$ cat src/rtl/fp_mac_sequencer.sv
// fp_mac_sequencer
// Control sequencer for a pipelined floating-point multiply-accumulate unit
// that computes a dot product of 'len' operand pairs.
//   - Accepts operand pairs in RUN, drives per-stage enables from a valid
//     shift register, and tags the first pair so that the accumulator loads
//     it instead of adding it.
//   - Waits in DRAIN until the pipeline is empty, then holds the result in
//     DONE until the consumer takes it.
// Optional feature: define FP_MAC_SEQ_OVF_FLAG_EN to enable the sticky
// per-job overflow flag (ov_flag). Without it, ov_flag is tied to 0.

module fp_mac_sequencer #(
    parameter int PIPE_DEPTH = 5,
    parameter int CNT_W      = 8
) (
    input  logic                  clock,
    input  logic                  reset,
    input  logic                  start,
    input  logic [CNT_W-1:0]      len,
    input  logic                  in_valid,
    output logic                  in_ready,
    output logic [PIPE_DEPTH-1:0] stage_en,
    output logic                  acc_en,
    output logic                  acc_clear,
    input  logic                  ov_sign_in,
    output logic                  busy,
    output logic                  res_valid,
    input  logic                  res_ready,
    output logic                  ov_flag
);

    typedef enum logic [1:0] {
        IDLE  = 2'd0,
        RUN   = 2'd1,
        DRAIN = 2'd2,
        DONE  = 2'd3
    } state_t;

    localparam logic [CNT_W-1:0]      CNT_ZERO = {CNT_W{1'b0}};
    localparam logic [CNT_W-1:0]      CNT_ONE  = {{(CNT_W-1){1'b0}}, 1'b1};
    localparam logic [PIPE_DEPTH-1:0] VLD_ZERO = {PIPE_DEPTH{1'b0}};

    state_t                  state_r;
    state_t                  state_s;
    logic [CNT_W-1:0]        len_r;
    logic [CNT_W-1:0]        issued_r;
    logic [PIPE_DEPTH-1:0]   vld_r;
    logic [PIPE_DEPTH-1:0]   tag_r;

    logic                    run_open_s;
    logic                    accept_s;
    logic                    start_ok_s;
    logic                    last_s;
    logic                    first_s;
    logic                    acc_en_s;

    // Handshake decode: which inputs are honoured in the current state.
    // Every output is forced low while reset is asserted so the downstream
    // pipeline never sees an enable during reset.
    always_comb begin
        run_open_s = 1'b0;
        accept_s   = 1'b0;
        start_ok_s = 1'b0;
        last_s     = 1'b0;
        first_s    = 1'b0;
        if (reset) begin
            run_open_s = 1'b0;
        end else begin
            run_open_s = (state_r == RUN) && (issued_r < len_r);
        end
        accept_s   = in_valid & run_open_s;
        start_ok_s = (~reset) & (state_r == IDLE) & start & (len != CNT_ZERO);
        last_s     = accept_s & ((issued_r + CNT_ONE) == len_r);
        first_s    = accept_s & (issued_r == CNT_ZERO);
    end

    // Next-state logic for the job sequencer.
    always_comb begin
        state_s = state_r;
        case (state_r)
            IDLE: begin
                if (start_ok_s) begin
                    state_s = RUN;
                end else begin
                    state_s = IDLE;
                end
            end
            RUN: begin
                if (last_s) begin
                    state_s = DRAIN;
                end else begin
                    state_s = RUN;
                end
            end
            DRAIN: begin
                if (vld_r == VLD_ZERO) begin
                    state_s = DONE;
                end else begin
                    state_s = DRAIN;
                end
            end
            DONE: begin
                if (res_ready) begin
                    state_s = IDLE;
                end else begin
                    state_s = DONE;
                end
            end
            default: begin
                state_s = IDLE;
            end
        endcase
    end

    // Output decode: enables follow the valid/tag shift registers directly.
    always_comb begin
        in_ready  = run_open_s;
        acc_en_s  = vld_r[PIPE_DEPTH-1] & ~reset;
        acc_en    = acc_en_s;
        acc_clear = acc_en_s & tag_r[PIPE_DEPTH-1];
        stage_en  = {vld_r[PIPE_DEPTH-2:0], accept_s} & {PIPE_DEPTH{~reset}};
        busy      = (state_r != IDLE) & ~reset;
        res_valid = (state_r == DONE) & ~reset;
    end

    // State register.
    always_ff @(posedge clock) begin
        if (reset) begin
            state_r <= IDLE;
        end else begin
            state_r <= state_s;
        end
    end

    // Job length, issue counter and the valid/first-tag pipeline shadows.
    always_ff @(posedge clock) begin
        if (reset) begin
            len_r    <= CNT_ZERO;
            issued_r <= CNT_ZERO;
            vld_r    <= VLD_ZERO;
            tag_r    <= VLD_ZERO;
        end else begin
            if (start_ok_s) begin
                len_r    <= len;
                issued_r <= CNT_ZERO;
            end else if (accept_s) begin
                issued_r <= issued_r + CNT_ONE;
            end else begin
                issued_r <= issued_r;
            end
            vld_r <= {vld_r[PIPE_DEPTH-2:0], accept_s};
            tag_r <= {tag_r[PIPE_DEPTH-2:0], first_s};
        end
    end

`ifdef FP_MAC_SEQ_OVF_FLAG_EN
    logic ov_r;

    // Sticky overflow: cleared when a job starts, set by an overflowing accumulate.
    always_ff @(posedge clock) begin
        if (reset) begin
            ov_r <= 1'b0;
        end else if (start_ok_s) begin
            ov_r <= 1'b0;
        end else if (acc_en_s & ov_sign_in) begin
            ov_r <= 1'b1;
        end else begin
            ov_r <= ov_r;
        end
    end

    assign ov_flag = ov_r & ~reset;
`else
    logic unused_ov_sign_in;

    assign unused_ov_sign_in = ov_sign_in;
    assign ov_flag           = 1'b0;
`endif

endmodule

$ cat config.mk
export PLATFORM = sky130hd
export DESIGN_NAME = fp_mac_sequencer
export DESIGN_NICKNAME = d
export VERILOG_FILES = /design/src/rtl/fp_mac_sequencer.sv
export SDC_FILE = /design/constraint.sdc
export NUM_CORES = 1
export LEC_CHECK = 0
export ABC_AREA = 1
export BUFFER_PORTS_ARGS = -buffer_cell sky130_fd_sc_hd__buf_4
export CORE_ASPECT_RATIO = 1.2
export CORE_MARGIN = 3
export CORE_UTILIZATION = 55
export DETAILED_ROUTE_END_ITERATION = 12
export HOLD_SLACK_MARGIN = 0.12
export PLACE_DENSITY = 0.78
export RECOVER_POWER = 25
export SETUP_SLACK_MARGIN = 0.2
export SLEW_MARGIN = 30
export SYNTH_ARGS = -nofsm -noshare
export SYNTH_HDL_FRONTEND = slang
export SYNTH_SLANG_ARGS = --single-unit
$ cat constraint.sdc
create_clock -name clock -period 1.9 [get_ports clock]
set_input_delay 0.095 -clock clock [delete_from_list [all_inputs] [get_ports clock]]
set_output_delay 0.095 -clock clock [all_outputs]
set_load 0.05 [all_outputs]
==> reports/results.ini, run 1 <==
[global_route]
grt_use_total_pct = 27.8
overflow = 0
first_global_vias = 1652
grt_max_degree = 19
grt_pass1_wl_um = 7110
antenna_found_initial = 0

[layout]
layout.nets = 305
fin_area_sq_um = 2290
final_cells = 313
antenna_cells = 0
synthToLayoutAreaGrowth_pct = 49.9
drive_above_1_share_pct = 36.8

[power]
peakVddDrop_mv = 0.582
p_per_area_nw_per_um2 = 652
p_leak_nw = 1.01

[route]
num_vias = 1792
drc_errors = 0
drtIter0Drc = 79
wl_per_cell_um = 16.5
postRouteAntennaNets = 0
drt_pass1_iterations = 4
drt_wl_total_um = 5170
vias_per_cell = 5.73

[floorplan]
core_area_sq_um = 2600
row_count = 20
start_util_pct = 58.6
die_y_um = 63.7
io_pins = 25
dieArea_sq_um = 3440
die_x_um = 54.1

[sta]
post-route-period-util_pct = 106
slew_viol_final = 0
fin_worst_skew_ns = 0.00933
worst_slack_ns = -0.106
finalHoldViolCount = 0
layout_min_cycle_time_ns = 2.01
fmax_mhz = 498
finalSetupViolations = 5
rsz0062_at_grt = yes

[critical_path]
critPathLaunchType = register
critPathCaptureType = output pin
critical_path_arrival_ns = 1.91
crit_fanout = 2
worst_ep_required_time_ns = 1.80
critical_path_class = register to output pin

[yosys]
syn_avg_cell_area_sq_um = 6.72
synth-seq-cells = 28
yosys.area.top_type = dfxtp_1
ys_seq_area_share_pct = 36.8
synth_cell_type_count = 26
synth.area.top_cells = dfxtp_1 37%, nand2_1 12%, inv_1 11%
synth-edff-count = 0
postSynth.asyncResetShare_pct = 0
yosys-top-cells-count = 48 x nand2_1, 46 x inv_1, 31 x nor2_1
yosysWarnings = 0
synth_flop_cell = dfxtp_1
syn-num-nets = 251
syn_area_sq_um = 1530
synth_most_common_cell = nand2_1
synth_cells = 227
synthDominantCellAreaShare_pct = 36.8

[placed_design]
place_inst = 285
dpl-instance-area_sq_um = 1790
dpl.hpwl_um = 2570
routabilityCongestion = 0.940
io_buffer_count = 22

[clock_tree]
clock_path_buffers = 2
clock-sinks = 28
cts_tree = done
cts.clk_slew.worst_paths_ns = 0.15
insertion_delay_ns = 0.35
cts_buffers = 3
h-tree-depth = 1
clock-root-buffer = clkbuf_4

[hold_path]
hold_path_class = input port to register

[outcome]
status = finished with violations
violations = setup timing

[flow_run]
cap_violations = 0

-- layout make-up --
cell class | instances | area (sq um)
clock buffers | 3 | 22.5
clock inverters | 1 | 30.0
fillers | 128 | 317
inverters | 47 | 189
multi-input cells | 146 | 955
flip-flops and latches | 28 | 582
well taps | 33 | 41.3
repair buffers | 55 | 467
-- repair_timing --
action,4_1_cts,5_1_grt
endpoints found under the setup margin,13,20
cloned,0,0
gates resized for setup,28,33
hold buffers,11,0
pin swaps,14,9
endpoints found under the hold margin,18,0
buffers inserted,8,5
-- per-layer routing --
metal / wire [um] / up-vias / track usage [%] / share of wire [%]
met5: 0 / - / 0 / 0
met2: 2550 / 110 / 50.3 / 49
met3: 365 / 33 / 4.49 / 7.1
met4: 302 / 0 / 9.03 / 5.8
li1: - / 828 / - / -
met1: 1950 / 821 / 31.4 / 38
-- stage by stage --
stage	hold WS (ns)	utilization, %	setup TNS (ns)	worst slack [ns]	total power [W]
2_1_floorplan	0.244	-	0	0.120	0.000847
3_3_place_gp	0.346	68.7	0	0.0944	0.000928
3_5_place_dp	0.355	68.7	0	0.0773	0.000931
4_1_cts	0.206	81.7	0	0.0102	0.00139
5_1_grt	0.259	87.8	-0.932	-0.182	0.00156
6_report	0.231	87.8	-0.333	-0.106	0.00149
-- state kept, by name, summed over array words and instances, names as in the netlist --
register / cells
issued_r: 8
len_r: 8
state_r: 2
tag_r: 5
vld_r: 5
-- where the power goes --
part / internal (W) / total [W] / switching, W
combinational: 0.000181 / 0.000436 / 0.000255
sequential: 0.000622 / 0.000650 / 0.0000280
clock: 0.000214 / 0.000405 / 0.000191
-- kinds of logic (layout without fill, tap and decap cells) --
group	count (synthesis)	in the layout	share of synthesized area, %
adder cells (fa/ha/maj)	10	10	8.20
flip-flops	28	28	36.8
buffers and inverters	53	106	14.1
AO/OA/AOI/OAI	26	26	10.7
AND/OR/NAND/NOR	109	109	30.0
other	1	1	0.246
-- critical path, stage by stage, from the launching register on --
cell and delay, ns:
dfxtp_2 0.39, inv_2 0.06, ha_4 0.21, nand2_2 0.06, nand2_2 0.06, nand2_2 0.07
nand2_2 0.07, nand2_1 0.06, nand4_1 0.16, nor2_4 0.16, buf_6 0.13, buf_8 0.14
-- placed cells by master (no fill, tap or decap), drive strengths merged, types with 6 or more instances in the layout --
cell type and count:
a211oi 6, a21oi 8, buf 44, dfxtp 28, dlygate4sd3 11, ha 10
inv 47, nand2 49, nand3 19, nor2 32, o22ai 7
-- path summary, 6_finish.rpt --
path                  from           to  slack [ns]  cells after the start
setup / recovery  len_r[1]  stage_en[0]       -0.11                     11
hold / removal       start   state_r[0]        0.23                      4
setup reg to reg  len_r[1]   state_r[0]       -0.10                     16
hold reg to reg   tag_r[0]     tag_r[1]        0.41                      2
Power figures use the tool's default switching activity.
==> run 2: changes to the inputs <==
- CELL_PAD_IN_SITES_DETAIL_PLACEMENT: not set -> 1
- CELL_PAD_IN_SITES_GLOBAL_PLACEMENT: not set -> 1
- CORE_MARGIN: 3 -> 10
- CORE_UTILIZATION: 55 -> 39
- PLACE_DENSITY: 0.78 -> not set
- PLACE_DENSITY_LB_ADDON: not set -> 0.1
==> run 2 against run 1 <==
  * The flow still finishes with violations (setup timing)
  * Largest power group unchanged
  * Sequential power hardly changed
  * Setup slack lost 0.19 ns
  * Critical path depth up 5
  * Largest cell class unchanged
  * Sequential share of layout area shrank 2.2 points
==> reports/results.ini, run 2 (synthesized netlist as in run 1, its figures left out) <==
[sta]
fin_worst_skew_ns = 0.00357  ; was 0.00933 ns
post-route-period-util_pct = 116  ; was 106%
fmax_mhz = 455  ; was 498 MHz
worst_slack_ns = -0.296  ; was -0.106 ns
layout_min_cycle_time_ns = 2.20  ; was 2.01 ns
finalSetupViolations = 12  ; was 5
fin_hold_ws_ns = 0.128  ; was 0.231 ns
finalHoldViolCount = 0  ; unchanged
rsz0062_at_grt = yes  ; unchanged
slew_viol_final = 0  ; unchanged

[layout]
antenna_cells = 0  ; unchanged
synthToLayoutAreaGrowth_pct = 65.2  ; was 49.9%
final_cell_mix = 49 x buf_4, 36 x nand2_1, 33 x inv_1, 20 x nor2_1, 17 x nand3_1  ; was 42 x nand2_1, 39 x buf_4, 37 x inv_1, 24 x nor2_1, 17 x nand3_1
final_common_cell = buf_4  ; was nand2_1
fin_util_pct = 68.2  ; was 87.8%
drive_above_1_share_pct = 48.3  ; was 36.8%
layout.nets = 317  ; was 305
reg_top3 = issued_r: 8 flops, len_r: 8 flops  ; unchanged
fin_area_sq_um = 2520  ; was 2290 sq um
fillCellCount = 444  ; was 128

[floorplan]
dieArea_sq_um = 6820  ; was 3440 sq um
row_count = 24  ; was 20
die_x_um = 77.1  ; was 54.1 um
core_area_sq_um = 3690  ; was 2600 sq um
io_pins = 25  ; unchanged
start_util_pct = 41.3  ; was 58.6%
die_y_um = 88.5  ; was 63.7 um

[critical_path]
worst_ep_required_time_ns = 2.09  ; was 1.80 ns
cp_slowest_cell = dfxtp_4  ; was dfxtp_2
cp-endpoint = state_r[0]  ; was stage_en[0]
rr_startpoint = issued_r[0]  ; was len_r[1]
critical_path_class = register to register  ; was register to output pin
critical_path_arrival_ns = 2.38  ; was 1.91 ns
crit_path_frequent_cell = nand2_1  ; was nand2_2
critPathLaunchType = register  ; unchanged
cp.depth = 16  ; was 11
path_cells = buf_4 > buf_6 > buf_4 > nand3_1 > inv_1 > nand2_1 > nand2_1 > nand2_1 > nand2_1 > nand2_1 > nor2_1 > nand3_2 > nand2_1 > nand2_1 > nand2_1 > nand2_1  ; was inv_2 > ha_4 > nand2_2 > nand2_2 > nand2_2 > nand2_2 > nand2_1 > nand4_1 > nor2_4 > buf_6 > buf_8
cp_top_family = simple AND/OR/NAND/NOR gates  ; unchanged
r2r_cells = 16  ; unchanged
crit_fanout = 3  ; was 2
slowest_delay_ns = 0.39  ; about the same
critPathCaptureType = register  ; was output pin
path_buf_inv = 4  ; was 3
reg2reg_slack_ns = -0.30  ; was -0.10 ns
cp-startpoint = issued_r[0]  ; was len_r[1]
timing.rr.end = state_r[0]  ; unchanged

[global_route]
first_global_vias = 2010  ; was 1652
grt_pass1_wl_um = 10200  ; was 7110 um
grt_max_degree = 16  ; was 19
antenna_found_initial = 0  ; unchanged
grt_use_total_pct = 19.1  ; was 27.8%
overflow = 0  ; unchanged

[route]
wl_per_cell_um = 23.0  ; was 16.5 um
drt_wl_total_um = 7930  ; was 5170 um
drtIter0Drc = 169  ; was 79
num_vias = 1913  ; was 1792
postRouteAntennaNets = 0  ; unchanged
drc_errors = 0  ; unchanged
vias_per_cell = 5.56  ; was 5.73
drt_pass1_iterations = 4  ; unchanged

[power]
total_power_w = 0.00160  ; was 0.00149 W
p_per_area_nw_per_um2 = 634  ; was 652 nW/um^2
peakVddDrop_mv = 0.448  ; was 0.582 mV
p_leak_nw = 1.10  ; was 1.01 nW

[clock_tree]
cts.clk_slew.worst_paths_ns = 0.10  ; was 0.15 ns
clock-root-buffer = clkbuf_8  ; was clkbuf_4
h-tree-depth = 1  ; unchanged
cts_tree = done  ; unchanged
clock-sinks = 28  ; unchanged
insertion_delay_ns = 0.29  ; was 0.35 ns
clock_path_buffers = 2  ; unchanged
cts_buffers = 3  ; unchanged

[placed_design]
routabilityCongestion = 0.890  ; was 0.940
dpl-instance-area_sq_um = 1880  ; was 1790 sq um
dp_slack_ns = 0.0685  ; was 0.0773 ns
dpl.hpwl_um = 3510  ; was 2570 um
io_buffer_count = 22  ; unchanged

[outcome]
status = finished with violations  ; unchanged
violations = setup timing  ; unchanged

[flow_run]
cap_violations = 0  ; unchanged

[hold_path]
hold_path_class = input port to register  ; unchanged

[run 2: worst min-delay path by stage]
stage / from / endpoint / slack (ns) / depth (start not counted)
final: len[1] / len_r[1] / 0.13 / 3
after global routing: len[1] / len_r[1] / 0.14 / 3
after CTS: len[1] / len_r[1] / 0.12 / 3
after detailed placement: in_valid / vld_r[0] / 0.36 / 3
after global placement: in_valid / vld_r[0] / 0.34 / 3
after floorplan: in_valid / vld_r[0] / 0.24 / 2
[run 2: worst min-delay path, stage by stage]
cell and delay, ns:
buf_4 0.11, inv_1 0.06, o22ai_1 0.11
[run 2: area by class of cell]
cell class | instances | area (sq um) | share of cell area (%)
timing repair inverter | 1 | 8.76 | 0.348
inverter | 47 | 189 | 7.50
sequential | 28 | 587 | 23.3
multi-input combinational | 146 | 1040 | 41.1
tap | 52 | 65.1 | 2.58
timing repair buffer | 66 | 579 | 23.0
clock buffer | 4 | 55.1 | 2.18
[run 2: report_power, final]
part / total [W] / leakage [nW] / internal (W) / switching, W
logic: 0.000542 / 0.840 / 0.000230 / 0.000312
registers: 0.000651 / 0.235 / 0.000621 / 0.0000297
clock network: 0.000405 / 0.0288 / 0.000187 / 0.000218
[run 2: metal layers]
layer	track usage, %	vias up	share of wire (%)
li1	-	848	-
met1	18.6	931	39
met2	36.9	90	51
met3	3.55	44	5.0
met4	11.6	0	5.8
met5	0	-	0
[run 2: what timing repair did]
item                                   CTS  global route
gates resized for setup                 59            36
pin swaps                               24            10
endpoints found under the hold margin   15             0
setup buffers                           17             4
setup endpoints to repair               12            18
cloned                                   1             0
hold buffers                             7             0
[run 2: stage by stage]
step	setup TNS (ns)	instances
final	-1.18	344
after global routing	-2.73	344
after CTS	0	340
after detailed placement	0	311
after global placement	0	311
after floorplan	0	227
